==> src/rtl/speck_pkg.sv <==
// Shared SPECK32/64 constants, word type and the encrypt-core state encoding.
package speck_pkg;
  localparam int WORD_W       = 16;
  localparam int ALPHA        = 7;
  localparam int BETA         = 2;
  localparam int ROUNDS_32_64 = 22;
  localparam int CNT_W        = 5;

  typedef logic [WORD_W-1:0] word_t;

  typedef enum logic [1:0] {
    ST_IDLE = 2'd0,
    ST_RUN  = 2'd1,
    ST_DONE = 2'd2
  } state_e;
endpackage

==> src/rtl/speck32_encrypt_core_round.sv <==
// One combinational SPECK round: x' = ((x ROR 7) + y) ^ k; y' = (y ROL 2) ^ x'.
// The modular add is the 16-bit AOIG ripple adder below (carry-in 0, carry-out dropped).
module speck_aoig_add16
  import speck_pkg::*;
(
  input  word_t a,
  input  word_t b,
  output word_t sum
);
  logic carry;

  always_comb begin
    carry = 1'b0;
    sum   = '0;
    for (int i = 0; i < WORD_W; i++) begin
      sum[i] = a[i] ^ b[i] ^ carry;
      // AND-OR-invert-invert form of generate | (propagate & carry)
      carry  = ~(~(a[i] & b[i]) & ~((a[i] ^ b[i]) & carry));
    end
  end
endmodule

module speck_round
  import speck_pkg::*;
(
  input  word_t x_i,
  input  word_t y_i,
  input  word_t k_i,
  output word_t x_o,
  output word_t y_o
);
  word_t x_ror;
  word_t y_rol;
  word_t add_s;

  assign x_ror = (x_i >> ALPHA) | (x_i << (WORD_W - ALPHA));
  assign y_rol = (y_i << BETA) | (y_i >> (WORD_W - BETA));

  speck_aoig_add16 u_add (
    .a   (x_ror),
    .b   (y_i),
    .sum (add_s)
  );

  assign x_o = add_s ^ k_i;
  assign y_o = y_rol ^ x_o;
endmodule

==> src/rtl/speck32_encrypt_core.sv <==
// Iterative SPECK32/64 encryptor: one data round and one key-schedule step per cycle.
// Handshake: start is taken in IDLE or DONE; done pulses one cycle with ct valid; busy marks RUN.
module speck32_encrypt_core
  import speck_pkg::*;
#(
  parameter int ROUNDS = ROUNDS_32_64
) (
  input  logic        clk,
  input  logic        rst,
  input  logic        start,
  input  logic [63:0] key,
  input  logic [31:0] pt,
  output logic        busy,
  output logic        done,
  output logic [31:0] ct
);
  state_e             state_q, state_d;
  logic [CNT_W-1:0]   cnt_q, cnt_d;
  word_t              x_q, x_d, y_q, y_d, k_q, k_d;
  word_t              l0_q, l0_d, l1_q, l1_d, l2_q, l2_d;
  logic [31:0]        ct_q, ct_d;
  logic               busy_q, busy_d, done_q, done_d;

  word_t rnd_x, rnd_y, l_new, k_next, round_idx;

  assign round_idx = WORD_W'(cnt_q);

  speck_round u_data (
    .x_i (x_q),
    .y_i (y_q),
    .k_i (k_q),
    .x_o (rnd_x),
    .y_o (rnd_y)
  );

  // Key schedule reuses the round with l0 as x, k as y and the index as key.
  speck_round u_key (
    .x_i (l0_q),
    .y_i (k_q),
    .k_i (round_idx),
    .x_o (l_new),
    .y_o (k_next)
  );

  always_comb begin
    state_d = state_q;
    cnt_d   = cnt_q;
    x_d     = x_q;
    y_d     = y_q;
    k_d     = k_q;
    l0_d    = l0_q;
    l1_d    = l1_q;
    l2_d    = l2_q;
    ct_d    = ct_q;
    case (state_q)
      ST_IDLE, ST_DONE: begin
        if (start) begin
          x_d     = pt[31:16];
          y_d     = pt[15:0];
          k_d     = key[15:0];
          l0_d    = key[31:16];
          l1_d    = key[47:32];
          l2_d    = key[63:48];
          cnt_d   = '0;
          state_d = ST_RUN;
        end else begin
          state_d = ST_IDLE;
        end
      end
      ST_RUN: begin
        x_d  = rnd_x;
        y_d  = rnd_y;
        k_d  = k_next;
        l0_d = l1_q;
        l1_d = l2_q;
        l2_d = l_new;
        if (cnt_q == CNT_W'(ROUNDS - 1)) begin
          state_d = ST_DONE;
          ct_d    = {rnd_x, rnd_y};
        end else begin
          cnt_d = cnt_q + 1'b1;
        end
      end
      default: state_d = ST_IDLE;
    endcase
    busy_d = (state_d == ST_RUN);
    done_d = (state_d == ST_DONE);
  end

  always_ff @(posedge clk) begin
    if (rst) begin
      state_q <= ST_IDLE;
      cnt_q   <= '0;
      x_q     <= '0;
      y_q     <= '0;
      k_q     <= '0;
      l0_q    <= '0;
      l1_q    <= '0;
      l2_q    <= '0;
      ct_q    <= '0;
      busy_q  <= 1'b0;
      done_q  <= 1'b0;
    end else begin
      state_q <= state_d;
      cnt_q   <= cnt_d;
      x_q     <= x_d;
      y_q     <= y_d;
      k_q     <= k_d;
      l0_q    <= l0_d;
      l1_q    <= l1_d;
      l2_q    <= l2_d;
      ct_q    <= ct_d;
      busy_q  <= busy_d;
      done_q  <= done_d;
    end
  end

  assign busy = busy_q;
  assign done = done_q;
  assign ct   = ct_q;
endmodule

==> config.mk <==
export PLATFORM = sky130hd
export DESIGN_NAME = speck32_encrypt_core
export DESIGN_NICKNAME = d
export VERILOG_FILES = /design/src/rtl/speck_pkg.sv /design/src/rtl/speck32_encrypt_core_round.sv /design/src/rtl/speck32_encrypt_core.sv
export SDC_FILE = /design/constraint.sdc
export NUM_CORES = 1
export LEC_CHECK = 0
export BUFFER_PORTS_ARGS = -buffer_cell sky130_fd_sc_hd__buf_2
export CORE_MARGIN = 5
export CORE_UTILIZATION = 36
export DETAILED_ROUTE_END_ITERATION = 7
export GPL_ROUTABILITY_DRIVEN = 0
export SLEW_MARGIN = 15
export SYNTH_ARGS = -nofsm -noshare
export SYNTH_HDL_FRONTEND = slang
export SYNTH_SLANG_ARGS = --single-unit
==> constraint.sdc <==
create_clock -name clk -period 8.4 [get_ports clk]
set_input_delay 1.26 -clock clk [delete_from_list [all_inputs] [get_ports clk]]
set_output_delay 1.26 -clock clk [all_outputs]
set_load 0.01 [all_outputs]
After elaboration in Yosys (flattened, before gate mapping) --
Index checks and enable logic that the tools add are counted.
Cells by class: magnitude comparators 0, shift-type cells 0, add/subtract/negate cells 1, multiplexer cells 18, div/mod/pow operators 0, reductions and logical operators 6, bitwise operators 240, equal/unequal tests 7, multiply operators 0
Operator list (number):
- $pmux W16 S2 | 6
- $mux W16 | 6
- $and A1 B1 Y1 | 86
- $not A1 Y1 | 84
- $xor A1 B1 Y1 | 62
- $xor A16 B16 Y16 | 3
- $or A16 B2 Y16 | 2
- $or A9 B16 Y16 | 2
- $xor A16 B5 Y16 | 1
- $mux W5 | 2
- $pmux W5 S2 | 1
- $add A5 B1 Y5 const B | 1
- $eq A5 B5 Y1 const B | 1
- $eq A2 B1 Y1 const B | 2
- $eq A2 B2 Y1 const B | 2
- $ne A2 B2 Y1 const B | 2
- $pmux W2 S2 | 1
- $reduce_and A2 Y1 | 2
- $reduce_and A3 Y1 | 1
- $logic_not A2 Y1 | 1
- $mux W2 | 1
- $reduce_bool A2 Y1 | 1
- $reduce_or A2 Y1 | 1
- $mux W1 | 1
Storage, ports and cells: memory bits (read-only) 0, output and inout bits 34, logic and storage cells 283, latch bits 0, bits in registers 137, bits of input ports 99, bits in writable memories 0, memories kept 0

Longest topological paths before layout --
depth after elaboration 62, gate-level depth with buffers 21, gate-level depth less buffers 21

Modules after synthesis --
Synthesis repeated with hierarchy kept, for this count alone.
Second synthesis, totals: cells, all modules 762, area, all modules 7160.6 sq um
By module, submodules not included:
- speck32_encrypt_core | instances 1, sequential area each 2742.6 sq um, cells each 666, area each 5486.5 sq um
- speck_round | instances 2, sequential area each 0.0 sq um, cells each 32, area each 520.5 sq um
- speck_aoig_add16 | instances 2, sequential area each 0.0 sq um, cells each 16, area each 316.6 sq um

Worst setup path after synthesis --
No wires, ideal clock.
path type reg2reg, from register y_q[0], to register y_q[14], data required time 8309 ps, arrival 7591 ps, path buffers 0, cell stages (with the launch flop) 21, setup time 91 ps, clock period less this slack 7682 ps, setup slack 718 ps, path through dfxtp_1 > ha_1 > inv_1 > fa_1 > fa_1 > fa_1 > fa_1 > fa_1 > fa_1 > fa_1 > fa_1 > fa_1 > fa_1 > fa_1 > fa_1 > fa_1 > fa_1 > xnor2_1 > xnor2_1 > nor2_1 > a311oi_1
On the way: cells in the longest elaborated chain, start to end 57
RTL lines:
- from (decl) | line speck32_encrypt_core.sv:19 | word_t x_q, x_d, y_q, y_d, k_q, k_d;
- from (signal assigned) | line speck32_encrypt_core.sv:107 | y_q <= y_d;
- $and A1 B1 Y1 (2 in series) | line speck32_encrypt_core_round.sv:18 | carry = ~(~(a[i] & b[i]) & ~((a[i] ^ b[i]) & carry));
- $not A1 Y1 | line speck32_encrypt_core_round.sv:18
- $and A1 B1 Y1 | line speck32_encrypt_core_round.sv:18
- $not A1 Y1 | line speck32_encrypt_core_round.sv:18
- $and A1 B1 Y1 | line speck32_encrypt_core_round.sv:18
- $not A1 Y1 | line speck32_encrypt_core_round.sv:18
- $and A1 B1 Y1 | line speck32_encrypt_core_round.sv:18
- $not A1 Y1 | line speck32_encrypt_core_round.sv:18
- [... 40 more ...]
- $and A1 B1 Y1 | line speck32_encrypt_core_round.sv:18
- $not A1 Y1 | line speck32_encrypt_core_round.sv:18
- $and A1 B1 Y1 | line speck32_encrypt_core_round.sv:18
- $not A1 Y1 | line speck32_encrypt_core_round.sv:18
- $xor A1 B1 Y1 | line speck32_encrypt_core_round.sv:16 | sum[i] = a[i] ^ b[i] ^ carry;
- $xor A16 B16 Y16 | line speck32_encrypt_core_round.sv:45 | assign x_o = add_s ^ k_i;
- $xor A16 B16 Y16 | line speck32_encrypt_core_round.sv:46 | assign y_o = y_rol ^ x_o;
- $pmux W16 S2 | line speck32_encrypt_core.sv:55 | case (state_q)
Every way passes these cells. A chain may end at the register's enable or synchronous reset.

Worst setup path after layout --
Same ends and word-level chain as after synthesis.

==> impl_metrics.env <==
export IMPL_synth_adder_area_share_pct=8.98
export IMPL_insertion_delay_ns=0.42
export IMPL_via_per_inst=5.08
export IMPL_powerDensity_nw_per_um2=245
export IMPL_synth_seq_cells=137
export IMPL_status="finished, final reports clean"
export IMPL_h_tree_depth=4
export IMPL_mostFrequentLayoutCell="nand2_1"
export IMPL_dr_pass1_iters=5
export IMPL_ys_seq_area_share_pct=40.3
export IMPL_syn_area_per_cell_um2=8.31
export IMPL_drc=0
export IMPL_die_x_um=147
export IMPL_async_reset_ff_share_pct=0
export IMPL_worstMarginPinSlew_ns=1.15
export IMPL_yosysWarnings=0
export IMPL_dp_final_hpwl_um=14200
export IMPL_grt_pass1_vias=5673
export IMPL_min_period_over_period_pct=95.2
export IMPL_grt_use_total_pct=18.5
export IMPL_synth_top_family_by_area="simple AND/OR/NAND/NOR gates"
export IMPL_finalClockSkew_ns=0.00783
export IMPL_holdCritPathClass="reg -> reg"
export IMPL_sw_frac_of_total_pct=30.8
export IMPL_setup_violations=0
export IMPL_die_area_um2=21700
export IMPL_initial_core_util_pct=36.5
export IMPL_syn_num_nets=949
export IMPL_intPower_mw=1.38
export IMPL_comb_power_share_pct=22.9
export IMPL_required_ns=8.72
export IMPL_power_switching_mw=0.615
export IMPL_antenna_found_initial=0
export IMPL_drive_above_1_share_pct=19.8
export IMPL_clkTransAtPathRegs_ns=0.06
export IMPL_ctsResizeCount=0
export IMPL_power_frac_seq_pct=37.8
export IMPL_antennaDiodeCount=0
export IMPL_critPathMaxFanout=3
export IMPL_fin_nets=1045
export IMPL_netlist_instances=818
export IMPL_grt_overflow_total=0
export IMPL_finalCriticalPeriod_ns=8.00
export IMPL_wl_per_cell_um=17.3
export IMPL_p_leak_nw=3.20
export IMPL_cts_hold_buf=0
export IMPL_finalHoldViolCount=0
export IMPL_cpPeakStageDelay_ns=0.50
export IMPL_path_cells="ha_1 > inv_1 > fa_1 > fa_1 > fa_1 > fa_1 > fa_1 > fa_1 > fa_1 > fa_1 > fa_1 > fa_1 > fa_1 > fa_1 > fa_1 > fa_1 > xnor2_1 > xnor2_1 > nor2_1 > a311oi_1"
export IMPL_clock_path_buffers=2
export IMPL_max_freq_ghz=0.125
export IMPL_cts_buffers=17
export IMPL_yosys_area_share_simple_pct=19.8
export IMPL_drt_iter0_markers=459
export IMPL_netlist_area_um2=6800
export IMPL_tns_ns=0
export IMPL_placementRows=50
export IMPL_worst_ep_arrival_time_ns=8.31
export IMPL_synthXorXnorAreaFrac_pct=7.84
export IMPL_rsz0062_at_grt="no"
export IMPL_synth_compound_area_share_pct=15.0
export IMPL_slew_headroom_pct=23.2
export IMPL_synth_edff_count=0
export IMPL_grt_first_pass_wirelength_um=31600
export IMPL_cts_root_buf="clkbuf_16"
export IMPL_design_core_area_um2=18600
export IMPL_final_antenna_net_count=0
export IMPL_crit_top_cell="fa_1"
export IMPL_port_buffers=132
export IMPL_total_power_mw=1.99
export IMPL_synthFlopType="dfxtp_1"
export IMPL_cts_tree="done"
export IMPL_clkPwrFrac_pct=39.3
export IMPL_die_height_um=147
export IMPL_area_growth_pct=19.4
export IMPL_fillers=1887
export IMPL_io_pins=133
export IMPL_ir_drop_mv=0.144
export IMPL_post_cts_buffers=0
export IMPL_start_kind="flop"
export IMPL_cts_sinks=137
export IMPL_finalMaxSlewViolations=0
export IMPL_maxCapViolations=0
export IMPL_critPathKind="reg -> reg"
export IMPL_synth_distinct_cells=34
export IMPL_critPathCaptureType="flop"
export IMPL_synth_mux_area_share_pct=0.313
export IMPL_grt_max_degree=117
export IMPL_slowest_stage="fa_1"
export IMPL_finalWirelength_um=20100
export IMPL_dr_total_vias=5895
export IMPL_most_common_layout_cells="174 x nand2_1, 137 x dfxtp_1, 131 x buf_2"
[critical path: cells and delay by family (launching register included)]
kind,cells,cell delay [ns]
adders and majority gates,15,6.63
xor gates and xnor gates,2,0.51
DFF,1,0.38
AOI/OAI and AO/OA,1,0.27
and+or+nand+nor,1,0.06
buffers and inverters,1,0.05
[cell type report]
class                   instances  area [µm²]  area share [%]
clock buffers                  21         470            5.79
clock inverters                10         141            1.74
inverters                      58         218            2.68
multi-input cells             562        3550            43.7
flip-flops and latches        137        2740            33.8
well taps                     234         293            3.60
repair buffers                138         708            8.72
[registers in the layout, summed over array words and instances, names as in the netlist]
signal   cells
ct          32
k_q         16
l0_q        16
l1_q        16
l2_q        16
x_q         16
y_q         16
cnt_q        5
state_q      2
busy         1
done         1
[synthesized netlist by cell type (2+ instances only)]
| library cell | n | area share, % |
|---|---|---|
| nor2b_1 | 3 | 0.28 |
| ha_1 | 4 | 0.74 |
| a22oi_1 | 17 | 1.9 |
| xor2_1 | 14 | 1.8 |
| buf_6 | 4 | 0.66 |
| nor3_1 | 19 | 1.4 |
| clkbuf_1 | 25 | 1.4 |
| nand2_1 | 174 | 9.6 |
| dfxtp_1 | 137 | 40 |
| a311oi_1 | 60 | 7.7 |
| inv_1 | 58 | 3.2 |
| nand3_1 | 2 | 0.15 |
| a21oi_1 | 36 | 2.6 |
| a221oi_1 | 17 | 2.2 |
| xnor2_1 | 45 | 5.8 |
| buf_4 | 4 | 0.44 |
| nor2_1 | 126 | 7.0 |
| nor2_4 | 2 | 0.33 |
| fa_1 | 28 | 8.2 |
| buf_2 | 27 | 2.0 |
| nor2_2 | 3 | 0.28 |
[layer usage]
metal / wire length [µm] / share of wire (%) / up-vias / GRT usage (%)
met3: 1510 / 7.5 / 15 / 4.41
met4: 250 / 1.2 / 0 / 4.43
met1: 9240 / 46 / 2754 / 26.2
li1: - / - / 2898 / -
met2: 9060 / 45 / 228 / 28.8
met5: 0 / 0 / - / 0
[final timing paths]
kind | from | end | slack, ns | cells past startpoint
setup reg to reg | y_q[0]$_SDFFE_PP0P_ | y_q[14]$_SDFFE_PP0P_ | 0.40 | 20
setup / recovery | y_q[0]$_SDFFE_PP0P_ | y_q[14]$_SDFFE_PP0P_ | 0.40 | 20
hold / removal | ct[20]$_SDFFE_PP0P_ | ct[20]$_SDFFE_PP0P_ | 0.45 | 2
hold reg to reg | ct[20]$_SDFFE_PP0P_ | ct[20]$_SDFFE_PP0P_ | 0.45 | 2
[power by group through the flow]
stage	logic [mW]	registers, mW	clock network, mW
after floorplan	0.336	0.749	0
after global placement	0.456	0.764	0
after detailed placement	0.457	0.766	0
after CTS	0.460	0.752	0.793
after global routing	0.504	0.759	0.824
final	0.457	0.752	0.784
[kinds of logic after synthesis]
family / count (synthesis)
simple gates: 335
mux: 2
xor+xnor: 60
flops: 137
buf+inv: 119
compound gates: 133
fa+ha+maj: 32
[stage by stage]
step	setup slack (ns)	std cells	hold WS (ns)	area [µm²]	utilization [%]
floorplan	0.718	818	0.436	6800	-
global placement	0.482	1129	0.442	7510	40.3
detailed placement	0.398	1129	0.445	7510	40.3
CTS	0.350	1160	0.453	8120	43.6
global route	0.0112	1160	0.470	8120	43.6
finish	0.403	1160	0.450	8120	43.6
Power figures use the tool's default switching activity.
